[src/rtl/sa_ctrl_pkg.sv]
// Shared geometry, widths and FSM state encoding for the systolic-array controller.
package sa_ctrl_pkg;

  localparam int ARRAY_ROW  = 12;
  localparam int ARRAY_COL  = 12;
  localparam int DATA_WIDTH = 8;
  localparam int ACC_WIDTH  = 32;
  localparam int SEQ_W      = 16;

  // Wide enough to count the weight-load phase up to ARRAY_ROW+1.
  localparam int CNT_W = $clog2(ARRAY_ROW + 2);

  localparam logic [2:0] S_IDLE   = 3'd0;
  localparam logic [2:0] S_LOAD_W = 3'd1;
  localparam logic [2:0] S_STREAM = 3'd2;
  localparam logic [2:0] S_DRAIN  = 3'd3;
  localparam logic [2:0] S_DONE   = 3'd4;

endpackage

[src/rtl/sa_skew_line.sv]
// Per-lane delay line: lane i is delayed i cycles (ASCENDING) or LANES-1-i cycles.
module sa_skew_line #(
  parameter int LANES     = 4,
  parameter int WIDTH     = 8,
  parameter bit ASCENDING = 1'b1
) (
  input  logic                   clk,
  input  logic                   rst,
  input  logic [LANES*WIDTH-1:0] data,
  output logic [LANES*WIDTH-1:0] skewed
);

  for (genvar i = 0; i < LANES; i++) begin : g_lane
    localparam int DEPTH = ASCENDING ? i : LANES - 1 - i;

    if (DEPTH == 0) begin : g_pass
      assign skewed[i*WIDTH +: WIDTH] = data[i*WIDTH +: WIDTH];
    end else begin : g_dly
      logic [WIDTH-1:0] sr [DEPTH];

      // NOTE: these stages are cleared on reset (unlike a RAM) so an aborted job
      // leaves no stale operands or psums in flight; all stages shift with <=.
      always_ff @(posedge clk) begin
        if (rst) begin
          for (int k = 0; k < DEPTH; k++) sr[k] <= '0;
        end else begin
          sr[0] <= data[i*WIDTH +: WIDTH];
          for (int k = 1; k < DEPTH; k++) sr[k] <= sr[k-1];
        end
      end

      assign skewed[i*WIDTH +: WIDTH] = sr[DEPTH-1];
    end
  end

endmodule

[src/rtl/sa_ctrl.sv]
// Systolic-array job controller: weight load, skewed activation stream, de-skewed results.
// Optional busy-cycle counter on perf_cycles is built only when SA_CTRL_PERF_EN is defined.
module sa_ctrl
  import sa_ctrl_pkg::*;
(
  input  logic                            clk,
  input  logic                            rst,
  input  logic                            start,
  input  logic [SEQ_W-1:0]                seq_len,
  output logic                            busy,
  output logic                            done,
  output logic                            w_rd_en,
  output logic [3:0]                      w_rd_addr,
  input  logic [ARRAY_COL*DATA_WIDTH-1:0] w_rd_data,
  output logic                            a_rd_en,
  output logic [SEQ_W-1:0]                a_rd_addr,
  input  logic [ARRAY_ROW*DATA_WIDTH-1:0] a_rd_data,
  output logic [ARRAY_ROW-1:0]            row_load_en,
  output logic [ARRAY_COL*DATA_WIDTH-1:0] in_weight_vec,
  output logic                            en_compute,
  output logic [ARRAY_ROW*DATA_WIDTH-1:0] in_act_vec,
  input  logic [ARRAY_COL*ACC_WIDTH-1:0]  out_psum_vec,
  output logic                            res_valid,
  output logic [ARRAY_COL*ACC_WIDTH-1:0]  res_data,
  output logic [SEQ_W-1:0]                res_idx,
  output logic [31:0]                     perf_cycles
);

  // A read issued at cycle k reaches the result port R+C cycles later.
  localparam int VLD_DEPTH = ARRAY_ROW + ARRAY_COL;
  localparam logic [ARRAY_ROW-1:0] ROW_ONE = {{(ARRAY_ROW-1){1'b0}}, 1'b1};

  logic [2:0]                      state;
  logic [SEQ_W-1:0]                len_q;
  logic [SEQ_W-1:0]                a_cnt;
  logic [SEQ_W-1:0]                res_cnt;
  logic [CNT_W-1:0]                w_cnt;
  logic [CNT_W-1:0]                w_row_q;
  logic                            w_vld_q;
  logic                            act_vld_q;
  logic [VLD_DEPTH-1:0]            vld_pipe;
  logic [ARRAY_ROW*DATA_WIDTH-1:0] act_gated;
  logic [ARRAY_COL*ACC_WIDTH-1:0]  psum_aligned;
  logic                            accept;
  logic                            last_res;

  assign accept     = (state == S_IDLE) && start;
  assign busy       = (state != S_IDLE);
  assign done       = (state == S_DONE);
  assign en_compute = (state == S_STREAM) || (state == S_DRAIN);

  assign w_rd_en   = (state == S_LOAD_W) && (w_cnt < CNT_W'(ARRAY_ROW));
  assign w_rd_addr = w_rd_en ? 4'(w_cnt) : 4'd0;
  assign a_rd_en   = (state == S_STREAM);
  assign a_rd_addr = a_rd_en ? a_cnt : '0;

  assign row_load_en   = w_vld_q ? (ROW_ONE << w_row_q) : '0;
  assign in_weight_vec = w_vld_q ? w_rd_data : '0;
  assign act_gated     = act_vld_q ? a_rd_data : '0;

  assign res_valid = vld_pipe[VLD_DEPTH-1];
  assign res_data  = res_valid ? psum_aligned : '0;
  assign res_idx   = res_valid ? res_cnt : '0;
  assign last_res  = res_valid && (res_cnt == len_q - SEQ_W'(1));

  always_ff @(posedge clk) begin
    if (rst) begin
      state <= S_IDLE;
      len_q <= '0;
      w_cnt <= '0;
      a_cnt <= '0;
    end else begin
      case (state)
        S_IDLE: begin
          if (start) begin
            len_q <= seq_len;
            w_cnt <= '0;
            a_cnt <= '0;
            state <= S_LOAD_W;
          end
        end
        S_LOAD_W: begin
          w_cnt <= w_cnt + CNT_W'(1);
          // An empty job lingers one extra cycle so done lands at the fixed slot.
          if (len_q != '0 && w_cnt == CNT_W'(ARRAY_ROW))
            state <= S_STREAM;
          else if (len_q == '0 && w_cnt == CNT_W'(ARRAY_ROW + 1))
            state <= S_DONE;
        end
        S_STREAM: begin
          a_cnt <= a_cnt + SEQ_W'(1);
          if (a_cnt == len_q - SEQ_W'(1)) state <= S_DRAIN;
        end
        S_DRAIN: begin
          if (last_res) state <= S_DONE;
        end
        default: state <= S_IDLE;
      endcase
    end
  end

  always_ff @(posedge clk) begin
    if (rst) begin
      w_vld_q   <= 1'b0;
      w_row_q   <= '0;
      act_vld_q <= 1'b0;
      vld_pipe  <= '0;
      res_cnt   <= '0;
    end else begin
      w_vld_q   <= w_rd_en;
      w_row_q   <= w_cnt;
      act_vld_q <= a_rd_en;
      vld_pipe  <= {vld_pipe[VLD_DEPTH-2:0], a_rd_en};
      if (accept)
        res_cnt <= '0;
      else if (res_valid)
        res_cnt <= res_cnt + SEQ_W'(1);
    end
  end

  sa_skew_line #(
    .LANES    (ARRAY_ROW),
    .WIDTH    (DATA_WIDTH),
    .ASCENDING(1'b1)
  ) u_skew (
    .clk   (clk),
    .rst   (rst),
    .data  (act_gated),
    .skewed(in_act_vec)
  );

  sa_skew_line #(
    .LANES    (ARRAY_COL),
    .WIDTH    (ACC_WIDTH),
    .ASCENDING(1'b0)
  ) u_deskew (
    .clk   (clk),
    .rst   (rst),
    .data  (out_psum_vec),
    .skewed(psum_aligned)
  );

`ifdef SA_CTRL_PERF_EN
  logic [31:0] perf_q;

  // The accepting cycle itself is counted, so a job reports its full occupancy.
  always_ff @(posedge clk) begin
    if (rst)
      perf_q <= '0;
    else if (accept)
      perf_q <= 32'd1;
    else if (busy && perf_q != '1)
      perf_q <= perf_q + 32'd1;
  end

  assign perf_cycles = perf_q;
`else
  assign perf_cycles = '0;
`endif

endmodule

[config.mk]
export PLATFORM = sky130hd
export DESIGN_NAME = sa_ctrl
export DESIGN_NICKNAME = d
export VERILOG_FILES = /design/src/rtl/sa_ctrl_pkg.sv /design/src/rtl/sa_skew_line.sv /design/src/rtl/sa_ctrl.sv
export SDC_FILE = /design/constraint.sdc
export NUM_CORES = 2
export LEC_CHECK = 0
export BUFFER_PORTS_ARGS = -buffer_cell sky130_fd_sc_hd__buf_2
export CAP_MARGIN = 0
export CELL_PAD_IN_SITES_DETAIL_PLACEMENT = 1
export CELL_PAD_IN_SITES_GLOBAL_PLACEMENT = 2
export CORE_AREA = 2 2 496 498
export CTS_CLUSTER_DIAMETER = 30
export CTS_CLUSTER_SIZE = 24
export DETAILED_ROUTE_END_ITERATION = 6
export DIE_AREA = 0 0 498 500
export PLACE_DENSITY = 0.82
export SYNTH_ARGS = -nofsm -noshare
export SYNTH_HDL_FRONTEND = slang
export SYNTH_SLANG_ARGS = --single-unit
[constraint.sdc]
create_clock -name clk -period 6.5 [get_ports clk]
set_clock_uncertainty 0.15 [all_clocks]
set_input_delay 0.975 -clock clk [delete_from_list [all_inputs] [get_ports clk]]
set_output_delay 0.975 -clock clk [all_outputs]
set_load 0.02 [all_outputs]
# ---- Yosys cells after proc, flatten, opt, wreduce, memory -nomap -nowiden
# Memories as Yosys holds them, arrays and structs flattened.
# Index checks and enable logic that the tools add are counted.
# W data, S select, Z words.
dict set report classes {
  n_bitwise 130
  n_mux 154
  shifts 1
  div_mod_pow 0
  reduce_logical 19
  addsub 4
  n_eq_ne 12
  multipliers 0
  n_lt_le_gt_ge 1
}
# op n
set op_table {}
lappend op_table {{$mux W32} 66}
lappend op_table {{$mux W8} 66}
lappend op_table {{$mux W384} 1}
lappend op_table {{$mux W96} 2}
lappend op_table {{$or A1 B1 Y1} 130}
lappend op_table {{$mux W16} 3}
lappend op_table {{$add A16 B1 Y16 const B} 2}
lappend op_table {{$eq A16 B16 Y1} 2}
lappend op_table {{$pmux W16 S2} 1}
lappend op_table {{$reduce_or A32 Y1} 1}
lappend op_table {{$logic_not A16 Y1} 1}
lappend op_table {{$reduce_bool A16 Y1} 1}
lappend op_table {{$sub A16 B1 Y16 const B} 1}
lappend op_table {{$mux W3} 5}
lappend op_table {{$mux W12} 1}
lappend op_table {{$pmux W3 S4} 1}
lappend op_table {{$shl A1 B4 Y12 const A} 1}
lappend op_table {{$eq A4 B4 Y1 const B} 2}
lappend op_table {{$mux W4} 2}
lappend op_table {{$pmux W4 S2} 1}
lappend op_table {{$reduce_or A8 Y1} 1}
lappend op_table {{$eq A3 B2 Y1 const B} 2}
lappend op_table {{$reduce_and A2 Y1} 3}
lappend op_table {{$logic_and A1 B1 Y1} 5}
lappend op_table {{14 further kinds} 20}
dict set report word_totals {
  ramBits 2640
  latchBits 0
  input_bits 595
  out_inout_bits 662
  rom_bits 0
  ff_bits 85
  wordCells 352
  n_memories 22
}
# memory words word_bits read_ports rd_ports_with_merged_regs wr line
set memory_table {}
lappend memory_table {{u_deskew.g_lane[0].g_dly.sr} 11 32 11 0 11 sa_skew_line.sv:19} ;# logic [WIDTH-1:0] sr [DEPTH];
lappend memory_table {{u_deskew.g_lane[1].g_dly.sr} 10 32 10 0 10 sa_skew_line.sv:19}
lappend memory_table {{u_deskew.g_lane[2].g_dly.sr} 9 32 9 0 9 sa_skew_line.sv:19}
lappend memory_table {{u_deskew.g_lane[3].g_dly.sr} 8 32 8 0 8 sa_skew_line.sv:19}
lappend memory_table {{u_deskew.g_lane[4].g_dly.sr} 7 32 7 0 7 sa_skew_line.sv:19}
lappend memory_table {{u_deskew.g_lane[5].g_dly.sr} 6 32 6 0 6 sa_skew_line.sv:19}
lappend memory_table {{16 more memories} -- -- -- -- -- --}

# ---- Longest topological paths before layout
dict set report logic_depth {
  depth_word 5
  depth_mapped 11
  ltp_nobuf 9
}

# ---- By module
# A second synthesis with hierarchy kept.
dict set report hier_totals {
  hier_cells 7102
  area_unflattened_um2 81600.8
}
# mod seq_area_each_um2 cells_each instances area_per_inst_um2
set by_module_without_submodules {}
lappend by_module_without_submodules {{sa_skew_line (u_deskew)} 42280.6 4683 1 58097.0}
lappend by_module_without_submodules {{sa_skew_line (u_skew)} 10570.1 1171 1 14810.5}
lappend by_module_without_submodules {sa_ctrl 1681.6 1248 1 8693.3}

# ---- Worst setup path after synthesis
# Ideal clock, no wire load.
dict set report synth_timing {
  path_type {reg2out}
  start {register state[0]}
  end {output a_rd_addr[11]}
  stages_incl_launch_ff 8
  arrival_time_ps 1896
  slack_ps 3479
  path_buffers 4
  t_required_ps 5375
  path_cell_list {dfxtp_1 > clkbuf_1 > or3_1 > clkbuf_1 > inv_1 > clkbuf_1 > clkbuf_1 > and2_1}
}
dict set report synth_via {
  elab_chain_len 2
}
# item line
set synth_lines {}
lappend synth_lines {{from (decl)} sa_ctrl.sv:33} ;# logic [2:0] state;
lappend synth_lines {{from (signal assigned)} sa_ctrl.sv:68} ;# state <= S_IDLE;
lappend synth_lines {{from (signal assigned)} sa_ctrl.sv:79} ;# state <= S_LOAD_W;
lappend synth_lines {{from (signal assigned)} sa_ctrl.sv:86} ;# state <= S_STREAM;
lappend synth_lines {{$eq A3 B2 Y1} sa_ctrl.sv:54} ;# assign a_rd_en = (state == S_STREAM);
lappend synth_lines {{via a_rd_en} sa_ctrl.sv:15} ;# output logic a_rd_en,
lappend synth_lines {{$mux W16} sa_ctrl.sv:55} ;# assign a_rd_addr = a_rd_en ? a_cnt : '0;
lappend synth_lines {{to (decl)} sa_ctrl.sv:16} ;# output logic [SEQ_W-1:0] a_rd_addr,
# The timed path passes the listed nets, and every way through them passes these cells.

# ---- Final worst setup path
dict set report layout_timing {
  start {register vld_pipe[23]}
  end {output res_data[170]}
}
dict set report layout_via {
  elab_chain_len 1
}
# item line
set layout_lines {}
lappend layout_lines {{from (decl)} sa_ctrl.sv:41} ;# logic [VLD_DEPTH-1:0] vld_pipe;
lappend layout_lines {{from (signal assigned)} sa_ctrl.sv:113} ;# vld_pipe <= {vld_pipe[VLD_DEPTH-2:0], a_rd_en};
lappend layout_lines {{$mux W384} sa_ctrl.sv:62} ;# assign res_data = res_valid ? psum_aligned : '0;
lappend layout_lines {{to (decl)} sa_ctrl.sv:24} ;# output logic [ARRAY_COL*ACC_WIDTH-1:0] res_data,
# Every way passes these cells.

==> results.md <==
* Outcome: completed
* Synthesized cell area at 79100 um2
* Final Hold Fails at 0
* First-pass GRT wire length at 339000 um
* GRT Total Usage at 18.5%
* Count of different cell masters after synthesis at 52
* Final Slew Violations at 0
* Number of flops mapped to enable cells by yosys at 0
* CTS sink count at 2724
* Post-Place Cell Area at 87400 um2
* Vias in the first global route at 51058
* Total of max-cap violations at 0
* GP Congestion at 0.963
* Yosys Warn Count at 0
* Static Leakage at 45.6 nW
* Worst Hold Class: in2reg
* Final Critical Period at 4.38 ns
* Worst EP arrival at 3.25 ns
* Async set-reset flop share out of synthesis at 0%
* Cts hold-fix bufs at 38
* Initial core utilization at 32.4%
* Max FO, Critical Path at 116
* Critical Path Source Type: flop
* Slowest stage cell, crit path: buf_4
* Core ar. at 244000 um2
* P&R area growth vs syn at 34.9%
* Top FF cell, synth: dfxtp_1
* Final core occ at 43.7%
* Setup Viol. Count Final at 0
* Clock-pin slew of the registers on the worst-case setup and hold paths at 0.05 ns
* Drt drc at 0
* Share of cells above drive strength 1 at 25.0%
* Post-CTS resize count at 0
* CP Class: reg2out
* GRT overflow at 0
* CP Data Required Time at 5.37 ns
* Via count at 48728
* Die width at 498 um
* Die Height at 500 um
* DRT Pass-1 Iters at 4
* Routed Antenna Nets at 0
* I/O pins at 1257
* CTS Buffer Depth at 4
* Die Area at 249000 um2
* PD cells at 428 nW/um2
* Synth Area per Inst at 11.6 um2
* Finished Cell Area at 107000 um2
* Fmax at 0.228 GHz
* Worst-Margin Slew at 1.23 ns
* Seq/Total Area, Yosys at 69.0%
* Setup TNS at 0 ns
* WL final at 240000 um
* CTS buffer count at 532
* Final worst path period share at 67.4%
* Number of vias per cell at 4.06
* Maximum VDD drop at 0.309 mV
* Setup crit end kind: output pin
* CP Cell Sequence: buf_4 > and2_1 > buf_2
* Synthesized instance count at 6792
* Post-CTS Repair Setup Buffers at 0
* CTS HTree Levels at 6
* Final hold slack at 0.0994 ns
* Post-DP HPWL at 167000 um
* Slowest cell delay on critical path at 0.92 ns
* Worst Path Buf+Inv at 2
* Site row count at 182
* Flops & latches, synth at 2724
* Crit path max-delay family: buffers and inverters
* Root Buffer: clkbuf_16
* IO buf count at 1224
* Largest net degree at the start of global routing at 248
* CTS tree: done
* RSZ-0062 raised after global routing: false
* Number of DRC markers in iteration 0 at 2155
* Clock Latency Late Sink at 0.92 ns
* Nets@finish at 8751
* WL per Instance at 20.0 um
* Initial antenna violation count at 184
* Slew HR at 17.9%
## kinds of logic (layout without fill, tap and decap cells)
logic type	Yosys count	after routing	synth area share, %
AOI/OAI and AO/OA	67	67	0.527
xor gates and xnor gates	56	56	0.655
adders and majority gates	7	7	0.111
buffers and inverters	515	2239	2.99
DFF	2724	2724	69.0
muxes	9	9	0.122
other	1	272	0.00474
and+or+nand+nor	3413	3413	26.6
## worst reg2reg max path, cell delays in order, from the launching register on
cell and delay (ns):
dfxtp_1 0.43, or4_1 0.76, nor4_1 0.49, xnor2_1 0.20, xnor2_1 0.16, or4_1 0.47, nor4_1 0.34, o22a_1 0.18
## metrics by stage
| stage | setup slack, ns | power, W | std cells |
|---|---|---|---|
| finish | 2.12 | 0.0456 | 12007 |
| global route | 1.79 | 0.0472 | 11979 |
| CTS | 1.89 | 0.0462 | 11767 |
| detailed placement | 2.86 | 0.0185 | 10797 |
| global placement | 2.98 | 0.0185 | 10797 |
| floorplan | 3.48 | 0.0181 | 6823 |
## power breakdown
part | leakage, nW | switching, W | internal, W | total (W)
registers | 22.1 | 0.000110 | 0.0170 | 0.0172
clock network | 8.87 | 0.00887 | 0.0186 | 0.0274
logic | 14.6 | 0.000625 | 0.000423 | 0.00105
total | 45.6 | 0.00960 | 0.0360 | 0.0456
## sequential cells by signal, indices dropped and copies added (netlist names)
name	count
u_deskew.g_lane.g_dly.sr	2112
u_skew.g_lane.g_dly.sr	528
vld_pipe	24
a_cnt	16
len_q	16
res_cnt	16
w_cnt	4
w_row_q	4
state	3
w_vld_q	1
## per-layer routing
metal / up-vias / wire, um / share of wire, % / track usage (%)
met5: - / 311 / 0.13 / 0
met4: 50 / 21700 / 9.0 / 15.1
li1: 23610 / - / - / -
met2: 1681 / 117000 / 49 / 31.9
met1: 22694 / 83400 / 35 / 17.8
met3: 693 / 17600 / 7.4 / 6.56
## layout make-up
class                           instances  area, um2
Clock buffer                          671      14700
Tap cell                             3220       4030
Antenna cell                          240        601
Multi-Input combinational cell       3584      22300
Fill cell                           26057     138000
Sequential cell                      2724      54500
Timing Repair Buffer                 1289       6860
Inverter                               18       67.6
Clock inverter                        261       3540
## path summary, 6_finish.rpt
| kind | start | end | slack (ns) | depth (start not counted) |
|---|---|---|---|---|
| worst max-delay path | vld_pipe[23] | res_data[170] | 2.12 | 3 |
| worst min-delay path | out_psum_vec[259] | u_deskew.g_lane[8].g_dly.sr[0][3] | 0.1 | 2 |
| worst max register to register | len_q[3] | state[0] | 3.29 | 7 |
| worst min register to register | u_deskew.g_lane[3].g_dly.sr[0][81] | u_deskew.g_lane[3].g_dly.sr[0][113] | 0.23 | 1 |
## cell usage in the layout (no fill, tap or decap), types with 12 or more instances in the layout
cell type,Yosys,layout
a21oi_1,31,31
and2_1,612,612
buf_12,0,12
buf_2,1,1223
buf_4,112,16
bufinv_16,0,63
clkbuf_1,381,64
clkbuf_16,0,544
clkbuf_8,0,63
clkinv_2,0,77
clkinv_4,0,20
clkinvlp_4,0,43
conb_1,1,32
dfxtp_1,2724,2722
diode_2,0,240
dlygate4sd3_1,0,38
inv_1,18,18
inv_6,0,35
nand2_1,61,61
nand3_1,23,23
nand4_1,12,12
nor2_1,55,54
nor2b_1,2581,2580
nor3_1,15,15
nor4_1,12,12
xnor2_1,33,33
xor2_1,21,21
## cells in the mapped netlist (all sizes together), types with 2 or more instances
cell type | n | area share (%)
inv | 18 | 0.085
xor2 | 21 | 0.23
xnor2 | 33 | 0.37
nor2 | 55 | 0.26
nor3 | 15 | 0.095
ha | 7 | 0.11
nor3b | 3 | 0.028
mux2 | 5 | 0.071
nand4 | 12 | 0.095
and3 | 9 | 0.071
xnor3 | 2 | 0.057
and2 | 612 | 4.8
o211ai | 2 | 0.019
or2 | 4 | 0.032
nand2 | 61 | 0.29
and4 | 3 | 0.033
a31oi | 6 | 0.047
mux2i | 4 | 0.051
buf | 116 | 1.1
clkbuf | 381 | 1.8
o2111ai | 2 | 0.022
o21ai | 9 | 0.057
nor4 | 13 | 0.12
or3 | 7 | 0.055
a21oi | 31 | 0.20
or4 | 2 | 0.019
dfxtp | 2724 | 69
o41ai | 2 | 0.022
nand3b | 3 | 0.028
a211oi | 2 | 0.019
nand3 | 23 | 0.15
a311oi | 3 | 0.033
nand2b | 7 | 0.055
nor2b | 2581 | 20
No activity file was read; power rests on OpenSTA's default activity.
